### src/rtl/rgb_pwm_driver_pkg.sv
// Shared constants and types for the RGB PWM driver: duty width, colour
// field offsets and the default prescale.
package rgb_pwm_driver_pkg;

  localparam int PWM_WIDTH        = 8;
  localparam int RGB_WIDTH        = 3 * PWM_WIDTH;
  localparam int R_LSB            = 16;
  localparam int G_LSB            = 8;
  localparam int B_LSB            = 0;
  localparam int PRESCALE_DEFAULT = 4;

  typedef logic [PWM_WIDTH-1:0] duty_t;
  typedef logic [RGB_WIDTH-1:0] rgb_t;

  function automatic duty_t colour_field(input rgb_t colour, input int lsb);
    return colour[lsb +: PWM_WIDTH];
  endfunction

endpackage

### src/rtl/rgb_pwm_driver_if.sv
// Colour load handshake: the converter (master) offers rgb with rgb_valid,
// the driver (slave) takes it when rgb_ready is high.
interface rgb_pwm_driver_if;
  import rgb_pwm_driver_pkg::*;

  rgb_t rgb;
  logic rgb_valid;
  logic rgb_ready;

  modport master (output rgb, output rgb_valid, input rgb_ready);
  modport slave  (input rgb, input rgb_valid, output rgb_ready);

endinterface

### src/rtl/rgb_pwm_driver_pwm_channel.sv
// One PWM channel: active duty register loaded at period wrap, and a
// registered compare against the shared step counter.
module pwm_channel
  import rgb_pwm_driver_pkg::*;
(
  input  logic  clk,
  input  logic  rst,
  input  logic  enable,
  input  logic  load,
  input  duty_t load_duty,
  input  duty_t cnt,
  output logic  led
);

  duty_t duty;

  always_ff @(posedge clk) begin
    if (rst) begin
      duty <= '0;
      led  <= 1'b0;
    end else begin
      if (load) duty <= load_duty;
      // compare uses the duty in force during this step, not the one being loaded
      led <= enable && (cnt < duty);
    end
  end

endmodule

### src/rtl/rgb_pwm_driver.sv
// Three-channel PWM driver: prescaler, 8-bit step counter and a single
// pending colour slot that is transferred to the channels at period wrap.
module rgb_pwm_driver
  import rgb_pwm_driver_pkg::*;
#(
  parameter int PRESCALE = PRESCALE_DEFAULT
) (
  input  logic             clk,
  input  logic             rst,
  input  logic             enable,
  rgb_pwm_driver_if.slave  col,
  output logic             led_r,
  output logic             led_g,
  output logic             led_b,
  output logic             period_start
);

  localparam logic [15:0] PCNT_LAST = 16'(PRESCALE - 1);

  logic [15:0] pcnt;
  duty_t       cnt;
  rgb_t        pend;
  logic        pend_full;
  logic        tick;
  logic        wrap;
  logic        accept;
  logic        load;

  assign tick          = enable && (pcnt == PCNT_LAST);
  assign wrap          = tick && (cnt == '1);
  assign accept        = col.rgb_valid && !pend_full;
  assign load          = wrap && pend_full;
  assign col.rgb_ready = !pend_full;

  always_ff @(posedge clk) begin
    if (rst) begin
      pcnt         <= '0;
      cnt          <= '0;
      pend         <= '0;
      pend_full    <= 1'b0;
      period_start <= 1'b0;
    end else begin
      if (tick)        pcnt <= '0;
      else if (enable) pcnt <= pcnt + 16'd1;
      if (tick) cnt <= cnt + 8'd1;
      // a colour taken on the wrap cycle stays pending until the next wrap
      if (load) begin
        pend_full <= 1'b0;
      end else if (accept) begin
        pend      <= col.rgb;
        pend_full <= 1'b1;
      end
      period_start <= wrap;
    end
  end

  pwm_channel u_ch_r (
    .clk, .rst, .enable, .load,
    .load_duty(colour_field(pend, R_LSB)), .cnt, .led(led_r)
  );

  pwm_channel u_ch_g (
    .clk, .rst, .enable, .load,
    .load_duty(colour_field(pend, G_LSB)), .cnt, .led(led_g)
  );

  pwm_channel u_ch_b (
    .clk, .rst, .enable, .load,
    .load_duty(colour_field(pend, B_LSB)), .cnt, .led(led_b)
  );

endmodule

### src/flat_wrapper.sv
// flat-port wrapper written by rule: the top's interface ports become plain ports
module rgb_pwm_driver_flat import rgb_pwm_driver_pkg::*;
#(
  parameter int PRESCALE = PRESCALE_DEFAULT
)
  (clk, rst, enable, led_r, led_g, led_b, period_start, col_rgb, col_rgb_valid, col_rgb_ready);
  rgb_pwm_driver_if col_i ();
  input  logic clk;
  input  logic rst;
  input  logic enable;
  output logic led_r;
  output logic led_g;
  output logic led_b;
  output logic period_start;
  input wire logic [$bits(col_i.rgb)-1:0] col_rgb;
  input wire logic [$bits(col_i.rgb_valid)-1:0] col_rgb_valid;
  output wire logic [$bits(col_i.rgb_ready)-1:0] col_rgb_ready;
  assign col_i.rgb = col_rgb;
  assign col_i.rgb_valid = col_rgb_valid;
  assign col_rgb_ready = col_i.rgb_ready;
  rgb_pwm_driver #(.PRESCALE(PRESCALE)) u_core (.clk(clk), .rst(rst), .enable(enable), .col(col_i), .led_r(led_r), .led_g(led_g), .led_b(led_b), .period_start(period_start));
endmodule
### config.mk
export PLATFORM = sky130hd
export DESIGN_NAME = rgb_pwm_driver_flat
export DESIGN_NICKNAME = d
export VERILOG_FILES = /design/src/rtl/rgb_pwm_driver_pkg.sv /design/src/rtl/rgb_pwm_driver_if.sv /design/src/rtl/rgb_pwm_driver_pwm_channel.sv /design/src/rtl/rgb_pwm_driver.sv /design/src/flat_wrapper.sv
export SDC_FILE = /design/constraint.sdc
export NUM_CORES = 1
export LEC_CHECK = 0
export CORE_AREA = 2 2 84 86
export DETAILED_ROUTE_END_ITERATION = 16
export DIE_AREA = 0 0 86 88
export PLACE_DENSITY = 0.73
export SLEW_MARGIN = 20
export SYNTH_ARGS = -nofsm -noshare
export SYNTH_HDL_FRONTEND = slang
export SYNTH_SLANG_ARGS = --single-unit
export TNS_END_PERCENT = 5
### constraint.sdc
create_clock -name clk -period 2.4 [get_ports clk]
set_input_delay 0.48 -clock clk [delete_from_list [all_inputs] [get_ports clk]]
set_output_delay 0.48 -clock clk [all_outputs]
set_load 0.02 [all_outputs]
### Word level (Yosys, flattened, before mapping)

Cells that the tools add are included.

* reductions and logical operators: 11
* order comparisons: 3
* equal/unequal tests: 2
* bitwise logic cells: 1
* $add $sub $neg: 2

Operators by type and width (count)
* 8-bit < comparator: 3
* 16-bit by 1-bit adder with 16-bit output (second input constant): 1
* 16-bit by 2-bit equality test with 1-bit output (second input constant): 1
* 8-bit by 1-bit adder with 8-bit output (second input constant): 1
* 8-bit equality test (second input constant): 1
* 1-bit logical AND: 7
* 2-bit OR reduction: 2
* 2-bit AND reduction: 1
* 1-bit zero test: 1
* 1-bit NOT: 1

* input port bits: 28
* register bits: 77
* logic and storage cells: 30
* output and inout bits: 5

### Depth between registers and ports, before layout

Gate-level depths: netlist of the first run.

* word-level depth: 6
* mapped depth: 7

### Modules after synthesis

Synthesis of the first run repeated with hierarchy kept, for this count alone.

* cells, all modules: 395
* area total of the unflattened synthesis: 3500.9 um^2

Modules (own cells, without submodules)
* rgb_pwm_driver: seq. area each 1001.0 um^2, instances 1, area an instance 2048.2 um^2, cells an instance 245
* pwm_channel: seq. area each 180.2 um^2, instances 3, area an instance 484.2 um^2, cells an instance 50

### Least setup slack after synthesis of the first run

Ideal clock, no wire load.

* path type: flip-flop to flip-flop
* start: reg u_core.cnt[1]
* end: reg u_core.u_ch_r.duty[5]
* period minus slack after synthesis: 1.736 ns
* data required time: 2.268 ns
* arrival time: 1.604 ns
* path slack: 0.664 ns
* cell stages (with the launch flop): 8
* cell sequence: dfxtp_1 ha_1 nand3_1 or2_2 clkbuf_1 buf_2 o31ai_1 a21oi_1

* cells in the longest elaborated chain, start to end: 3

RTL lines
* start: declaration: line rgb_pwm_driver.sv:21 `duty_t cnt;`
* start signal: assignment: line rgb_pwm_driver.sv:45 `if (tick) cnt <= cnt + 8'd1;`
* 8-bit equality test: line rgb_pwm_driver.sv:30 `assign wrap = tick && (cnt == '1);`
* 1-bit logical AND: line rgb_pwm_driver.sv:30
* 1-bit logical AND: line rgb_pwm_driver.sv:32 `assign load = wrap && pend_full;`
* end signal: assignment: line rgb_pwm_driver_pwm_channel.sv:22 `if (load) duty <= load_duty;`
* end: declaration: line rgb_pwm_driver_pwm_channel.sv:15 `duty_t duty;`

Every way passes these cells.
A chain may end at the register's enable or synchronous reset.

### Worst setup path after layout of the first run

* start: reg u_core.pcnt[0]
* end: reg u_core.u_ch_g.duty[0]

* cells in the longest elaborated chain, start to end: 4

RTL lines
* start: declaration: line rgb_pwm_driver.sv:20 `logic [15:0] pcnt;`
* start signal: assignment: line rgb_pwm_driver.sv:44 `else if (enable) pcnt <= pcnt + 16'd1;`
* 16-bit by 2-bit equality test with 1-bit output: line rgb_pwm_driver.sv:29 `assign tick = enable && (pcnt == PCNT_LAST);`
* 1-bit logical AND: line rgb_pwm_driver.sv:29
* 1-bit logical AND: line rgb_pwm_driver.sv:30
* 1-bit logical AND: line rgb_pwm_driver.sv:32
* end signal: assignment: line rgb_pwm_driver_pwm_channel.sv:22
* end: declaration: line rgb_pwm_driver_pwm_channel.sv:15

Every way passes these cells.

==> impl_metrics.json, run 1 <==
{
  "cts_resized": 0,
  "pin_count": 33,
  "max-cap-violations": 0,
  "grt_max_degree": 32,
  "worstRegToRegCells": 6,
  "syn_nets": 493,
  "wl_um": 7980,
  "timing.final.crit_share_pct": 81.4,
  "drt_iter0_drc": 207,
  "combPwrFrac_pct": 6.2,
  "grt_pass1_vias": 3058,
  "crit_type": "flip-flop to flip-flop",
  "r2r-start": "u_core.pcnt[0]",
  "num-nets-final": 518,
  "drv_slew": 0,
  "initial_core_util_pct": 55.5,
  "layout.area.seq_mm2": 0.00154,
  "final_common_cell": "dfxtp_1",
  "cts_buffer_depth": 2,
  "via_per_inst": 5.84,
  "reg2reg_slack_ps": 450,
  "grt_first_pass_wirelength_um": 13700,
  "synthCells": 442,
  "critPathMaxStageDelay_ps": 380,
  "layout_common_cells": "77 x dfxtp_1, 62 x nand2_1, 56 x a21oi_1, 32 x nand4_1, 31 x clkdlybuf4s50_1",
  "hold_class": "flip-flop to flip-flop",
  "clock-root-buffer": "clkbuf_8",
  "hpwl_um": 5410,
  "timing.critical_path.buf_inv": 1,
  "gp_congestion": 0.880,
  "internal_power_mw": 1.80,
  "hp-start": "u_core.pend[6]",
  "cp_num_cells": 6,
  "multi_input_area_mm2": 0.00189,
  "worstPathArrival_ps": 2180,
  "fin_util_pct": 64.0,
  "n_fill_cell": 573,
  "outcome": "completed",
  "portBuffers": 32,
  "yosys_warnings": 0,
  "wl_per_cell_um": 14.5,
  "insertion_delay_ps": 350,
  "worstSetupStartpointType": "flip-flop",
  "endpoint": "u_core.u_ch_g.duty[0]",
  "grt_usage_pct": 22.8,
  "swShare_pct": 23.5,
  "core_area_mm2": 0.00664,
  "power_density_mw_per_mm2": 554,
  "finalHoldViolCount": 0,
  "die_area_mm2": 0.00757,
  "synthDistinctLibCells": 38,
  "n_antenna_cell": 0,
  "area_growth_pct": 15.4,
  "h-tree-depth": 3,
  "ys_ff_latch": 77,
  "reg2reg_to": "u_core.u_ch_g.duty[0]",
  "critPathTopFamily": "simple AND/OR/NAND/NOR gates",
  "gr-total-overflow": 0,
  "via_count": 3223,
  "ys_async_sr_fraction_pct": 0,
  "fp.dieH_um": 88,
  "ant_nets": 0,
  "grt_antenna_before_repair": 0,
  "cts_buffers": 9,
  "yosysTopAreaCellShare_pct": 41.8,
  "row_count": 30,
  "end_kind": "flip-flop",
  "ir_drop_mv": 0.345,
  "finalSetupTns_ps": 0,
  "rsz0062_at_grt": "no",
  "synth_area_leaders": "dfxtp_1 42%, ha_1 7.8%, a21oi_1 7.6%",
  "cts_tree": "yes",
  "critPathLaunch": "u_core.pcnt[0]",
  "period_minus_slack_ps": 1950,
  "clkPwrFrac_pct": 37.7,
  "tightest_slew_ps": 520,
  "synth_top_area_cell": "dfxtp_1",
  "critPathSlowestCell": "dfxtp_1",
  "finalPower_mw": 2.36,
  "seqPwrFrac_pct": 56.1,
  "chipWidth_um": 86,
  "drt_pass1_iterations": 5,
  "slew_headroom_pct": 65.4,
  "synth_edf_count": 0,
  "cts.sinks": 77,
  "ctsHoldBuffers": 0,
  "syn_area_mm2": 0.00369,
  "required_ps": 2630,
  "yosysSeqAreaShare_pct": 41.8,
  "drc_errors": 0,
  "syn_avg_cell_area_um2": 8.34,
  "path_clk_slew_ps": 80,
  "setup_viol": 0,
  "leakage_nw": 1.50,
  "post-cts-setup-buffers": 0,
  "synth_flop_cell": "dfxtp_1",
  "worstPathCellList": "ha_1 -> and4bb_1 -> nand4_2 -> buf_4 -> o31ai_1 -> a21oi_1",
  "switchingPower_mw": 0.553,
  "drive_gt1_share_pct": 7.63,
  "path_max_fanout": 16,
  "max_freq_ghz": 0.512,
  "finClkSkew_ps": 10.1
}
==> metal layers <==
metal / track usage, % / share of wire (%) / vias to the layer above
met3: 5.18 / 5.4 / 11
met2: 37.4 / 46 / 86
met1: 29.2 / 47 / 1505
met4: 8.80 / 1.4 / 0
li1: - / - / 1621
met5: 0 / 0 / -
==> cell type report <==
cell class              count  area share [%]
clock buffers              12            3.65
inverters                  27            2.38
multi-input cells         305            44.5
repair buffers             47            10.3
clock inverters             4           0.529
flip-flops and latches     77            36.2
well taps                  80            2.35
==> cell families (layout without fill, tap and decap cells) <==
group           count (synthesis)  in the layout  share of synthesized area, %
fa+ha+maj                      23             23                          7.80
simple gates                  167            167                          23.5
compound gates                 98             98                          16.0
mux                             1              1                         0.271
xor+xnor                       16             16                          3.80
buf+inv                        60             90                          6.82
flops                          77             77                          41.8
==> state kept, by name (all words and copies together), names as in the netlist, 8 cells and up <==
register,flops
u_core.cnt,8
u_core.pend,24
u_core.u_ch_r.duty,8
u_core.pcnt,16
u_core.u_ch_g.duty,8
u_core.u_ch_b.duty,8
==> power groups by stage <==
stage,Clock [mW],Sequential (mW),Combinational (mW)
3_5_place_dp,0,1.35,0.148
3_3_place_gp,0,1.35,0.144
5_1_grt,0.973,1.33,0.163
6_report,0.889,1.32,0.147
2_1_floorplan,0,1.35,0.0816
4_1_cts,0.908,1.32,0.148
==> synth_stat cells, types with 6 or more instances <==
master / count
dfxtp_1: 77
nand2_1: 62
a21oi_1: 56
nand4_1: 32
inv_1: 26
o31ai_1: 24
ha_1: 23
nor2_1: 22
clkbuf_1: 17
xnor2_1: 13
nand3_1: 9
buf_2: 8
nor4_1: 8
or4_1: 8
nor3_1: 7
nor2b_1: 6
o21ai_0: 6
==> tightest hold or removal path, delay by kind of cell, from the launching register on <==
| family | cells | cell delay, ps |
|---|---|---|
| simple gates | 1 | 50 |
| compound gates | 1 | 50 |
| flops | 1 | 310 |
==> worst min path at each step <==
stage | slack (ps) | depth (start not counted) | to
floorplan | 440 | 2 | u_core.pend[16]
finish | 460 | 2 | u_core.pend[6]
global route | 470 | 2 | u_core.cnt[0]
detailed placement | 450 | 2 | u_core.pend[11]
CTS | 460 | 2 | u_core.pend[11]
global placement | 450 | 2 | u_core.pend[12]
==> stage by stage <==
step                hold WS (ps)  setup WS [ps]  cell area, µm²  std cells
floorplan                    437            664            3690        442
global placement             446            224            4080        536
detailed placement           451            180            4080        536
CTS                          461            450            4260        552
global route                 471            307            4260        552
finish                       457            446            4260        552
No activity file was read; power rests on OpenSTA's default activity.
==> run 2, diff against run 1 <==
==> constraint.sdc (replaced) <==
create_clock -name clk -period 1.85 [get_ports clk]
set_input_delay 0.37 -clock clk [delete_from_list [all_inputs] [get_ports clk]]
set_output_delay 0.37 -clock clk [all_outputs]
set_load 0.02 [all_outputs]
==> run 2 against run 1 <==
Against the previous run: final cell count up 2.0%; first-iteration DRC count shrank 16%; register-to-register slack got worse by 340 ps; global-route usage is 0.78 points higher; routed wire length fell by 0.16%; via count is 0.50% lower; sequential power grew 30%; sequential share of layout area shrank 1.1 points; critical path type unchanged.
==> impl_metrics.json, run 2 (synthesized netlist as in run 1, its figures left out) <==
{
  "via_count": 3207,
  "initial_core_util_pct": 55.5,
  "dp_cells": 548,
  "cts_buffers": 9,
  "rsz0062_at_grt": "no",
  "leakage_nw": 1.57,
  "gp_congestion": 0.829,
  "n_antenna_cell": 0,
  "num-nets-final": 530,
  "path_clk_slew_ps": 80,
  "layout_common_cells": "76 x dfxtp_1, 62 x nand2_1, 56 x a21oi_1, 32 x nand4_1, 31 x clkdlybuf4s50_1",
  "grt_antenna_before_repair": 0,
  "hpwl_um": 5490,
  "setup_viol": 0,
  "finalPower_mw": 3.09,
  "area_growth_pct": 19.0,
  "drive_gt1_share_pct": 9.94,
  "cts_resized": 0,
  "crit_type": "flip-flop to flip-flop",
  "timing.final.crit_share_pct": 94.4,
  "finalSetupTns_ps": 0,
  "finClkSkew_ps": 8.41,
  "via_per_inst": 5.70,
  "wl_um": 7970,
  "grt_usage_pct": 23.6,
  "period_minus_slack_ps": 1750,
  "finalHoldViolCount": 0,
  "die_area_mm2": 0.00757,
  "grt_max_degree": 32,
  "max_flop_register": "u_core.pend",
  "outcome": "completed",
  "top_regs": "u_core.pend: 24 flops, u_core.pcnt: 16 flops",
  "ant_nets": 0,
  "path_max_fanout": 8,
  "portBuffers": 32,
  "core_area_mm2": 0.00664,
  "insertion_delay_ps": 360,
  "cts_tree": "yes",
  "grt_first_pass_wirelength_um": 14100,
  "power_density_mw_per_mm2": 705,
  "h-tree-depth": 3,
  "drc_errors": 0,
  "layout.cells.non_filler": 563,
  "n_fill_cell": 574,
  "cts.sinks": 77,
  "grt_pass1_vias": 3102,
  "drt_pass1_iterations": 4,
  "fp.dieH_um": 88,
  "ctsHoldBuffers": 0,
  "drt_iter0_drc": 174,
  "clock-root-buffer": "clkbuf_8",
  "final_common_cell": "dfxtp_1",
  "tightest_slew_ps": 347,
  "chipWidth_um": 86,
  "pin_count": 33,
  "gr-total-overflow": 0,
  "post-cts-setup-buffers": 0,
  "slew_headroom_pct": 76.8,
  "hold_class": "input pin to flip-flop",
  "max-cap-violations": 0,
  "largest_register_ffs": 24,
  "drv_slew": 0,
  "end_kind": "flip-flop",
  "wl_per_cell_um": 14.1,
  "multi_input_area_mm2": 0.00190,
  "stdcell_area_mm2": 0.00439,
  "layout.area.seq_mm2": 0.00154,
  "cts_buffer_depth": 2,
  "worstSetupStartpointType": "flip-flop",
  "dpl_cell_area_mm2": 0.00421,
  "row_count": 30,
  "fin_util_pct": 66.1,
  "worstPathArrival_ps": 2050,
  "max_freq_ghz": 0.573,
  "ir_drop_mv": 0.498,
  "required_ps": 2150
}
-- run 2: through the flow --
stage,setup WS (ps),hold WS [ps]
after CTS,55.8,368
after detailed placement,-178,450
after global routing,3.32,402
final,104,383
after global placement,-148,447
after floorplan,114,437
-- run 2: area by class of cell --
type | count | share of cell area, %
multi-input cells | 305 | 43.3
inverters | 27 | 2.31
clock buffers | 14 | 3.93
flip-flops and latches | 77 | 35.1
well taps | 80 | 2.28
repair buffers | 59 | 12.9
clock inverters | 1 | 0.114
-- run 2: final timing paths --
check,from,end,slack (ps),cells past startpoint
setup / recovery,u_core.pcnt[1],u_core.cnt[6],100,6
hold / removal,rst,u_core.cnt[2],380,2
setup reg to reg,u_core.pcnt[1],u_core.cnt[6],100,6
hold reg to reg,u_core.pend[8],u_core.pend[8],460,2
-- run 2: critical path: stages (launching register included) --
cell      delay [ps]
dfxtp_1          360
ha_2             220
and4bb_1         230
nand4_2          140
buf_4            200
or4_1            470
nand2_1           70
-- run 2: where the power goes --
part | internal [mW] | leakage (nW) | switching (mW) | total (mW)
logic | 0.105 | 0.855 | 0.0999 | 0.205
clock network | 0.589 | 0.0926 | 0.584 | 1.17
registers | 1.69 | 0.625 | 0.0213 | 1.71
total | 2.39 | 1.57 | 0.705 | 3.09
-- run 2: metal layers --
| metal | GRT usage [%] | part of all wire, % |
|---|---|---|
| met1 | 30.5 | 48 |
| met2 | 37.6 | 46 |
| met3 | 6.13 | 4.2 |
| met4 | 9.52 | 1.6 |
| met5 | 0 | 0 |
==> run 3, diff against run 2 <==
--- a/config.mk
+++ b/config.mk
@@ -9,6 +9,7 @@
 export DETAILED_ROUTE_END_ITERATION = 16
 export DIE_AREA = 0 0 86 88
 export PLACE_DENSITY = 0.73
+export REMOVE_ABC_BUFFERS = 1
 export SLEW_MARGIN = 20
 export SYNTH_ARGS = -nofsm -noshare
 export SYNTH_HDL_FRONTEND = slang
==> run 3 against run 2 <==
Against the previous run: non-clock buffer count rose by 7; worst hold slack improved by 77 ps; setup slack got worse by 12 ps; clock-buffer cell count fell by 4; final area rose by 2.7%; sequential power barely moved; global-route usage rose by 0.58 points; total power rose by 6.8%; clock power rose by 17%; critical path depth did not move.
==> impl_metrics.json, run 3 (synthesized netlist as in run 1, its figures left out) <==
{
  "via_count": 3290,
  "max-cap-violations": 0,
  "combPwrFrac_pct": 6.4,
  "grt_max_degree": 32,
  "setup_viol": 0,
  "layout_common_cells": "75 x dfxtp_1, 62 x nand2_1, 56 x a21oi_1, 32 x nand4_1, 31 x clkdlybuf4s50_1",
  "drt_iter0_drc": 277,
  "row_count": 30,
  "post-cts-setup-buffers": 0,
  "dp_cells": 555,
  "die_area_mm2": 0.00757,
  "seqPwrFrac_pct": 52.0,
  "n_fill_cell": 551,
  "path_clk_slew_ps": 70,
  "chipWidth_um": 86,
  "internal_power_mw": 2.59,
  "grt_antenna_before_repair": 0,
  "path_max_fanout": 23,
  "ant_nets": 0,
  "drt_pass1_iterations": 4,
  "slew_headroom_pct": 65.8,
  "fp.dieH_um": 88,
  "gp_congestion": 0.850,
  "finalHoldViolCount": 0,
  "drive_gt1_share_pct": 12.0,
  "max_flop_register": "u_core.pend",
  "layout.cells.non_filler": 570,
  "grt_first_pass_wirelength_um": 14400,
  "drc_errors": 0,
  "layout.area.seq_mm2": 0.00154,
  "whs_ps": 460,
  "end_kind": "flip-flop",
  "worstSetupStartpointType": "input pin",
  "multi_input_area_mm2": 0.00190,
  "switchingPower_mw": 0.718,
  "hpwl_um": 5940,
  "cts.sinks": 77,
  "clock-root-buffer": "clkbuf_8",
  "tightest_slew_ps": 513,
  "h-tree-depth": 3,
  "outcome": "completed",
  "insertion_delay_ps": 340,
  "via_per_inst": 5.77,
  "worstPathArrival_ps": 2050,
  "top_regs": "u_core.pend: 24 flops, u_core.pcnt: 16 flops",
  "area_growth_pct": 22.2,
  "required_ps": 2140,
  "fin_util_pct": 67.8,
  "cts_buffer_depth": 2,
  "dpl_cell_area_mm2": 0.00429,
  "power_density_mw_per_mm2": 733,
  "swShare_pct": 21.7,
  "cts_resized": 0,
  "portBuffers": 32,
  "hold_class": "flip-flop to flip-flop",
  "cts_tree": "yes",
  "max_freq_ghz": 0.569,
  "cts_buffers": 9,
  "timing.final.crit_share_pct": 95.0,
  "n_antenna_cell": 0,
  "largest_register_ffs": 24,
  "grt_usage_pct": 24.1,
  "clkPwrFrac_pct": 41.6,
  "finClkSkew_ps": 6.66,
  "grt_pass1_vias": 3149,
  "gr-total-overflow": 0,
  "ctsHoldBuffers": 0,
  "period_minus_slack_ps": 1760,
  "leakage_nw": 1.65,
  "core_area_mm2": 0.00664,
  "wl_per_cell_um": 15.0,
  "finalPower_mw": 3.30,
  "num-nets-final": 537,
  "wl_um": 8540,
  "ir_drop_mv": 0.508,
  "rsz0062_at_grt": "no",
  "crit_type": "input pin to flip-flop",
  "initial_core_util_pct": 55.5,
  "stdcell_area_mm2": 0.00451,
  "pre_cts_ws_ps": -258,
  "drv_slew": 0,
  "pin_count": 33,
  "finalWorstSetupSlack_ps": 92.2,
  "final_common_cell": "dfxtp_1",
  "finalSetupTns_ps": 0
}
[run 3: metal layers]
metal	vias to the layer above	wire length, µm	share of wire, %	track usage, %
met5	-	0	0	0
met4	0	179	2.1	11.1
met3	17	358	4.2	4.24
met2	73	4310	50	41.6
met1	1545	3700	43	29.4
li1	1655	-	-	-
[run 3: final cells by class]
type | instances | area share [%]
timing repair buffer | 66 | 14.3
clock inverter | 5 | 1.67
sequential | 77 | 34.3
tap | 80 | 2.22
clock buffer | 10 | 3.05
multi-input combinational | 305 | 42.2
inverter | 27 | 2.25
[run 3: power by group through the flow]
stage / clock network (mW) / logic (mW) / registers (mW)
after floorplan: 0 / 0.0771 / 1.75
after global placement: 0 / 0.206 / 1.75
after detailed placement: 0 / 0.213 / 1.75
after CTS: 1.40 / 0.214 / 1.71
after global routing: 1.48 / 0.235 / 1.72
final: 1.37 / 0.213 / 1.72
[run 3: worst max-delay path, stage by stage]
cell and delay (ps):
clkdlybuf4s50_1 540, and4bb_1 250, nand4_2 140, buf_12 200, or4_1 460, nand2_1 90
[run 3: final timing paths]
kind                                 startpoint               to  slack [ps]  depth (start not counted)
worst max-delay path                     enable    u_core.cnt[6]          90                          6
worst min register to register  u_core.pend[18]  u_core.pend[18]         460                          2
worst max register to register   u_core.pcnt[0]    u_core.cnt[6]         120                          6
worst min-delay path            u_core.pend[18]  u_core.pend[18]         460                          2
